[src/rtl/fifo_rd_stream.sv]
// ============================================================================
// Module   : fifo_rd_stream
// Brief    : Drains an FWFT FIFO read port into a valid/ready stream through a
//            two-entry buffer, with optional idle gap and a delivered-word count.
// Revision : 1.0
// ============================================================================
`default_nettype none

module fifo_rd_stream #(
  parameter int DATA_WIDTH = 8,
  parameter int GAP_CYCLES = 0,
  parameter int CNT_WIDTH  = 16
) (
  input  logic                  clk,
  input  logic                  rst,
  input  logic                  enable,
  input  logic                  rempty,
  input  logic [DATA_WIDTH-1:0] rdata,
  output logic                  rinc,
  output logic [DATA_WIDTH-1:0] out_data,
  output logic                  out_valid,
  input  logic                  out_ready,
  output logic [CNT_WIDTH-1:0]  word_cnt
);

  localparam logic [7:0] c_gap = 8'(GAP_CYCLES);
  localparam logic [1:0] c_occ_empty = 2'd0;
  localparam logic [1:0] c_occ_one   = 2'd1;
  localparam logic [1:0] c_occ_full  = 2'd2;

  logic [1:0]            r_occ;
  logic [DATA_WIDTH-1:0] r_head;
  logic [DATA_WIDTH-1:0] r_skid;
  logic [7:0]            r_gap_cnt;
  logic [CNT_WIDTH-1:0]  r_word_cnt;
  logic                  w_rinc;
  logic                  w_valid;
  logic                  w_hs;

  // Pop only while a buffer slot is guaranteed free; never looks at out_ready.
  assign w_rinc  = rst & enable & ~rempty & (r_occ != c_occ_full);
  assign w_valid = (r_occ != c_occ_empty) & (r_gap_cnt == 8'd0);
  assign w_hs    = w_valid & out_ready;

  assign rinc      = w_rinc;
  assign out_valid = w_valid;
  assign out_data  = r_head;
  assign word_cnt  = r_word_cnt;

  always_ff @(posedge clk) begin
    if (!rst) begin
      r_occ      <= c_occ_empty;
      r_head     <= '0;
      r_skid     <= '0;
      r_gap_cnt  <= 8'd0;
      r_word_cnt <= '0;
    end else begin
      case (r_occ)
        c_occ_empty: begin
          if (w_rinc) begin
            r_head <= rdata;
            r_occ  <= c_occ_one;
          end
        end
        c_occ_one: begin
          if (w_rinc && w_hs) begin
            r_head <= rdata;
          end else if (w_rinc) begin
            r_skid <= rdata;
            r_occ  <= c_occ_full;
          end else if (w_hs) begin
            r_occ  <= c_occ_empty;
          end
        end
        c_occ_full: begin
          if (w_hs) begin
            r_head <= r_skid;
            r_occ  <= c_occ_one;
          end
        end
        default: r_occ <= c_occ_empty;
      endcase

      // A fresh handshake always restarts the gap, even if one is pending.
      if (w_hs) begin
        r_gap_cnt  <= c_gap;
        r_word_cnt <= r_word_cnt + CNT_WIDTH'(1);
      end else if (r_gap_cnt != 8'd0) begin
        r_gap_cnt  <= r_gap_cnt - 8'd1;
      end
    end
  end

endmodule

`default_nettype wire

[config.mk]
export PLATFORM = sky130hd
export DESIGN_NAME = fifo_rd_stream
export DESIGN_NICKNAME = d
export VERILOG_FILES = /design/src/rtl/fifo_rd_stream.sv
export SDC_FILE = /design/constraint.sdc
export NUM_CORES = 1
export LEC_CHECK = 0
export ABC_AREA = 0
export CELL_PAD_IN_SITES_DETAIL_PLACEMENT = 1
export CELL_PAD_IN_SITES_GLOBAL_PLACEMENT = 1
export CORE_UTILIZATION = 34
export DETAILED_ROUTE_END_ITERATION = 8
export MAX_ROUTING_LAYER = met4
export PLACE_DENSITY = 0.84
export REMOVE_ABC_BUFFERS = 1
export SLEW_MARGIN = 0
export SYNTH_ARGS = -nofsm -noshare
export SYNTH_HDL_FRONTEND = slang
export SYNTH_SLANG_ARGS = --single-unit
[constraint.sdc]
create_clock -name clk -period 2.1 [get_ports clk]
set_input_delay 0.21 -clock clk [delete_from_list [all_inputs] [get_ports clk]]
set_output_delay 0.21 -clock clk [all_outputs]
set_load 0.03 [all_outputs]
==> run metrics, run 1 <==
Synth area leader dfxtp_1; Critical Path Stages 5; crit path kind reg2reg; vias in the first global route 2281; Yosys cell types 39; CTS tree done; Worst path slowest cell or4_4; total power 2.91 mW; WHS 0.488 ns; CP endpoint kind register; failing checks negative setup slack; design area 2990 µm²; fmax 437 MHz; Worst-Margin Slew 0.430 ns; row count 27; hold violation count in the final report 0; post-synthesis cell area 1940 µm²; Yosys Warn Count 0; Placed Area 2630 µm²; Post-synth ARST share 0; number of hold buffers added after CTS 0; cell count after synthesis 220; Rel. slew slack 0.711; Critical Path Source r_gap_cnt[2]$_SDFFE_PP0P_; Final nets 313; clock buffer depth 2; GRT Total Usage 0.247; status finished, violations left; number of diodes 0; Worst Reg-to-Reg Cells 5; CP startpoint kind register; cell mode on critical path or4_4; Peak supply drop 0.752 mV; max-cap violations 0; flop and latch count out of synthesis 42; die height 77.6 µm; die area 6010 µm²; Root Driver clkbuf_8; initial antenna violation count 0; largest net degree at the start of global routing 16; wire per inst 19.3 µm; Remaining DRCs 0; worst endpoint required time 2.28 ns; Buffers & Inverters on Critical Path 1; critical-path maximum fanout 6; Post-synth EDFFs 0; RR Endpoint word_cnt[15]$_SDFFE_PN0P_; leak pwr 1.08 nW; Clock Skew 0.00412 ns; most common cell in the synthesized netlist dfxtp_1; min Tclk post-route 2.29 ns; RSZ-0062 raised after global routing true; RR Startpoint r_gap_cnt[2]$_SDFFE_PP0P_; GRT overflow 0; clock slew at reported path FFs 0.08 ns; GP Congestion 0.843; IO buf count 38; top cells by area, synth dfxtp_1 43%, a21oi_1 6.2%, o221a_2 4.6%, o31a_1 4.1%, o31ai_1 3.9%; First DRT Iteration DRCs 129; Routed WL 7160 µm; post-detail-place hpwl 4350 µm; Horiz. Die Dim 77.6 µm; post-route ant nets 0; Area growth, synth to finish 54.0%; Sink Count 42; total CTS buffers 5; Most used DFF post-synth dfxtp_1; Max Slew Vio Count 0; H-tree depth 2; Initial Util 0.352; CP cell instances or4_4 > or4_4 > buf_6 > o31ai_1 > a21oi_2; Worst-Skew Late Latency 0.30 ns; Arr. time, crit path 2.47 ns; Synth top cells by count 42 x dfxtp_1, 24 x a21oi_1, 16 x nor2_1; num ports 39; Pre-antenna DRT Iters 4; power per cell area 972 nW/µm²; Core Box Area 5510 µm²; via count 2123; vias per cell 5.74; Final period util 1.09; # setup viols final 7; post-synthesis sequential area ratio 0.433; max incr delay on CP 0.61 ns; worst min path class reg2reg; first-pass GRT wire length 11300 µm; CP top delay family simple AND/OR/NAND/NOR gates; CP endpoint word_cnt[15]$_SDFFE_PN0P_; Syn Area/Cell 8.82 µm²; Reg2Reg Setup Slack -0.19 ns; top cell type's share of synthesized area 0.433; final setup margin -0.189 ns; share of cells above drive strength 1 0.312
-- worst min-delay path by stage --
| stage | from | endpoint | cells past startpoint |
|---|---|---|---|
| 2_1_floorplan | rdata[0] | r_skid[0]$_SDFFE_PN0P_ | 2 |
| 3_3_place_gp | r_skid[3]$_SDFFE_PN0P_ | r_skid[3]$_SDFFE_PN0P_ | 2 |
| 3_5_place_dp | r_skid[0]$_SDFFE_PN0P_ | r_skid[0]$_SDFFE_PN0P_ | 2 |
| 4_1_cts | r_skid[0]$_SDFFE_PN0P_ | r_skid[0]$_SDFFE_PN0P_ | 2 |
| 5_1_grt | r_skid[4]$_SDFFE_PN0P_ | r_skid[4]$_SDFFE_PN0P_ | 2 |
| 6_report | r_skid[2]$_SDFFE_PN0P_ | r_skid[2]$_SDFFE_PN0P_ | 2 |
-- routing by layer --
layer / global-route usage / vias to the layer above / wire (µm)
li1: - / 988 / -
met1: 0.283 / 1061 / 2970
met2: 0.442 / 55 / 3780
met3: 0.0459 / 19 / 226
met4: 0.0566 / 0 / 188
met5: - / - / 0
-- cells in the final DEF, fill, tap and decap left out, types with 6 or more instances in the layout --
cell type,Yosys,routed
dfxtp_1,42,38
buf_4,1,38
clkdlybuf4s50_1,0,36
a21oi_1,24,19
nor2_1,16,15
nand2_1,13,13
nand3_1,13,12
o31a_1,9,9
o21ai_0,12,9
o31ai_1,10,7
buf_6,0,7
o221a_2,8,6
inv_1,8,6
or4_1,10,6
clkbuf_8,0,6
-- state kept, by name (all words and copies together) (netlist names) --
| signal | flops |
|---|---|
| r_occ | 2 |
| r_gap_cnt | 8 |
| out_data | 8 |
| word_cnt | 16 |
| r_skid | 8 |
-- per-stage QoR --
stage / cells / utilization / TNS [ns] / setup WS, ns
after floorplan: 208 / - / -1.24 / -0.258
final: 370 / 0.543 / -0.594 / -0.189
after global routing: 370 / 0.543 / -1.02 / -0.227
after global placement: 354 / 0.477 / -2.81 / -0.271
after detailed placement: 354 / 0.477 / -3.64 / -0.352
after CTS: 367 / 0.520 / -0.535 / -0.114
-- repair_timing --
action	4_1_cts	5_1_grt
gates resized for setup	29	20
pin swaps	20	8
endpoints found under the hold margin	0	0
setup endpoints to repair	20	23
setup buffers	5	3
-- cells by family (layout without fill, tap and decap cells) --
kind of cell | Yosys count | after routing | synth area share
simple gates | 76 | 76 | 0.221
fa+ha+maj | 3 | 3 | 0.0193
buf+inv | 20 | 98 | 0.0413
flops | 42 | 42 | 0.433
xor+xnor | 8 | 8 | 0.0361
compound gates | 71 | 71 | 0.250
-- worst min-delay path, delay by kind of cell, from the launching register on --
| kind | cells | cell delay, ns |
|---|---|---|
| DFF | 1 | 0.31 |
| AOI/OAI and AO/OA | 2 | 0.13 |
-- power breakdown --
| group | switching [mW] | total (mW) | internal, mW |
|---|---|---|---|
| Clock | 0.288 | 0.554 | 0.266 |
| Combinational | 0.691 | 1.38 | 0.693 |
| Sequential | 0.0647 | 0.968 | 0.903 |
| Total | 1.04 | 2.91 | 1.86 |
-- cell type report --
cell class	instances	area, µm²
clock buffers	7	86.3
clock inverters	1	5.00
multi-input cells	158	1190
inverters	8	30.0
flip-flops and latches	42	846
well taps	72	90.1
fillers	641	2520
repair buffers	82	737
(Power assumes the default switching activity.)
==> inputs of run 2 (changes only) <==
--- a/config.mk
+++ b/config.mk
@@ -9,6 +9,7 @@
 export CELL_PAD_IN_SITES_DETAIL_PLACEMENT = 1
 export CELL_PAD_IN_SITES_GLOBAL_PLACEMENT = 1
 export CORE_UTILIZATION = 34
+export CTS_CLUSTER_SIZE = 20
 export DETAILED_ROUTE_END_ITERATION = 8
 export MAX_ROUTING_LAYER = met4
 export PLACE_DENSITY = 0.84
==> results of run 2 <==
Final layout, timing and power as in run 1 (identical DEF).
==> inputs of run 3 (changes only) <==
--- a/config.mk
+++ b/config.mk
@@ -8,11 +8,12 @@
 export ABC_AREA = 0
 export CELL_PAD_IN_SITES_DETAIL_PLACEMENT = 1
 export CELL_PAD_IN_SITES_GLOBAL_PLACEMENT = 1
+export CORE_ASPECT_RATIO = 1.25
 export CORE_UTILIZATION = 34
 export CTS_CLUSTER_SIZE = 20
 export DETAILED_ROUTE_END_ITERATION = 8
 export MAX_ROUTING_LAYER = met4
-export PLACE_DENSITY = 0.84
+export PLACE_DENSITY = 0.79
 export REMOVE_ABC_BUFFERS = 1
 export SLEW_MARGIN = 0
 export SYNTH_ARGS = -nofsm -noshare
==> run 3 against run 2 <==
Against the previous run: the flow still finishes with violations (negative setup slack); cell area decreased by 5.0%; critical endpoint is now word_cnt[13]$_SDFFE_PN0P_; register-to-register slack better by 0.09 ns; worst setup slack improved by 0.085 ns; combinational power shrank 4%; cell count down 3.2%; die area hardly changed.
==> run metrics, run 3 (synthesized netlist as in run 1, its figures left out) <==
status finished, violations left (unchanged); failing checks negative setup slack (unchanged); commonest non-fill, non-tap cell in the layout dfxtp_1; hold violation count in the final report 0 (unchanged); CTS tree done (unchanged); power per cell area 1000 nW/µm² (was 972 nW/µm²); GP Congestion 0.849 (was 0.843); largest net degree at the start of global routing 14 (was 16); CP startpoint kind register (unchanged); Area growth, synth to finish 46.3% (was 54.0%); IO buf count 38 (unchanged); GRT overflow 0 (unchanged); max-cap violations 0 (unchanged); CP endpoint kind register (unchanged); Max Slew Vio Count 0 (unchanged); max reg flops 16 (unchanged); final setup margin -0.104 ns (was -0.189 ns); Worst-Margin Slew 0.459 ns (was 0.430 ns); internal power 1.81 mW (was 1.86 mW); post-route insts no fill 358 (was 370); die height 86.5 µm (was 77.6 µm); wire per inst 16.5 µm (was 19.3 µm); total power 2.84 mW (was 2.91 mW); fin util 0.518 (was 0.543); clock slew at reported path FFs 0.08 ns (about the same); commonest non-fill, non-tap cells in the layout 39 x dfxtp_1, 37 x buf_4, 36 x clkdlybuf4s50_1 (was 38 x dfxtp_1, 38 x buf_4, 36 x clkdlybuf4s50_1); Worst Hold Path Cells 2 (unchanged); Remaining DRCs 0 (unchanged); RSZ-0062 raised after global routing true (unchanged); Routed WL 5920 µm (was 7160 µm); Root Driver clkbuf_8 (unchanged); Core Box Area 5480 µm² (was 5510 µm²); GRT Total Usage 0.207 (was 0.247); Setup WS pre-CTS -0.339 ns (was -0.352 ns); Placed Cells 339 (was 354); Pre-antenna DRT Iters 4 (unchanged); post-detail-place hpwl 3990 µm (was 4350 µm); share of cells above drive strength 1 0.276 (was 0.312); H-tree depth 2 (unchanged); Gate power share 0.470 (was 0.476); # setup viols final 7 (unchanged); First DRT Iteration DRCs 45 (was 129); Final nets 309 (was 313); Rel. slew slack 0.694 (was 0.711); critical-path maximum fanout 5 (was 6); Fillers 646 (was 641); Clock Skew 0.0162 ns (was 0.00412 ns); Worst-Skew Late Latency 0.31 ns (was 0.30 ns); Arr. time, crit path 2.45 ns (was 2.47 ns); Initial Util 0.354 (was 0.352); crit path kind reg2reg (unchanged); Sink Count 42 (unchanged); Worst Reg-to-Reg Cells 6 (was 5); Peak supply drop 0.450 mV (was 0.752 mV); row count 30 (was 27); power share of the sequential group 0.343 (was 0.333); die area 6020 µm² (was 6010 µm²); min Tclk post-route 2.20 ns (was 2.29 ns); leak pwr 1.02 nW (was 1.08 nW); number of hold buffers added after CTS 0 (unchanged); worst min path class reg2reg (unchanged); num ports 39 (unchanged); first-pass GRT wire length 9590 µm (was 11300 µm); clock buffer depth 2 (unchanged); Final period util 1.05 (was 1.09); worst endpoint required time 2.34 ns (was 2.28 ns); vias per cell 5.60 (was 5.74); number of diodes 0 (unchanged); total CTS buffers 5 (unchanged); post-route ant nets 0 (unchanged); fmax 454 MHz (was 437 MHz); sw power 1.03 mW (was 1.04 mW); vias in the first global route 2060 (was 2281); initial antenna violation count 0 (unchanged); Horiz. Die Dim 69.6 µm (was 77.6 µm); Clk pwr share 0.187 (was 0.191); via count 2004 (was 2123); Switching Share 0.361 (was 0.359)
==> run 3: cell count changes in the layout (fill, tap and decap cells not counted), sizes merged <==
cell | before | now
clkinv | 1 | 2
dlymetal6s2s | 1 | 0
buf | 45 | 42
clkbuf | 7 | 6
==> run 3: power groups by stage <==
| stage | Sequential [mW] | Combinational, mW | Clock [mW] |
|---|---|---|---|
| final | 0.974 | 1.33 | 0.531 |
| after floorplan | 1.03 | 0.510 | 0 |
| after global placement | 0.962 | 1.06 | 0 |
| after CTS | 0.962 | 1.24 | 0.543 |
| after detailed placement | 0.967 | 1.09 | 0 |
| after global routing | 0.984 | 1.43 | 0.585 |
==> run 3: routing by layer <==
metal	share of wire	vias to the layer above	global-route usage
li1	-	981	-
met1	0.41	971	0.215
met2	0.54	41	0.383
met3	0.024	11	0.0302
met4	0.022	0	0.102
met5	0	-	-
==> run 3: layout make-up <==
| cell class | instances | area (µm²) | share of cell area |
|---|---|---|---|
| Clock buffer | 6 | 72.6 | 0.0256 |
| Inverter | 8 | 30.0 | 0.0106 |
| Tap cell | 64 | 80.1 | 0.0282 |
| Clock inverter | 2 | 13.8 | 0.00485 |
| Timing Repair Buffer | 78 | 688 | 0.242 |
| Sequential cell | 42 | 845 | 0.297 |
| Multi-Input combinational cell | 158 | 1110 | 0.391 |
==> run 3: stage by stage <==
stage	area [µm²]	setup TNS, ns	hold WS [ns]
floorplan	1890	-1.24	0.358
global placement	2560	-2.36	0.462
detailed placement	2560	-3.16	0.471
CTS	2770	-0.737	0.488
global route	2840	-0.955	0.513
finish	2840	-0.614	0.488
==> run 3: final timing paths <==
| kind | to | slack, ns | start |
|---|---|---|---|
| hold reg to reg | r_skid[2]$_SDFFE_PN0P_ | 0.49 | r_skid[2]$_SDFFE_PN0P_ |
| hold / removal | r_skid[2]$_SDFFE_PN0P_ | 0.49 | r_skid[2]$_SDFFE_PN0P_ |
| setup reg to reg | word_cnt[13]$_SDFFE_PN0P_ | -0.10 | r_gap_cnt[0]$_SDFFE_PP0P_ |
| setup / recovery | word_cnt[13]$_SDFFE_PN0P_ | -0.10 | r_gap_cnt[0]$_SDFFE_PP0P_ |
==> run 3: timing repair <==
item | 4_1_cts | 5_1_grt
pin swaps | 15 | 6
endpoints found under the setup margin | 21 | 20
endpoints found under the hold margin | 0 | 0
resized for setup | 16 | 14
cloned | 0 | 1
buffers inserted | 8 | 2
==> run 3: worst max-delay path, cell delays in order, from the launching register on <==
cell and delay (ns):
dfxtp_2 0.34, inv_2 0.07, ha_4 0.12, or4bb_4 0.46, or4_4 0.54, or4_4 0.50
a21oi_2 0.12
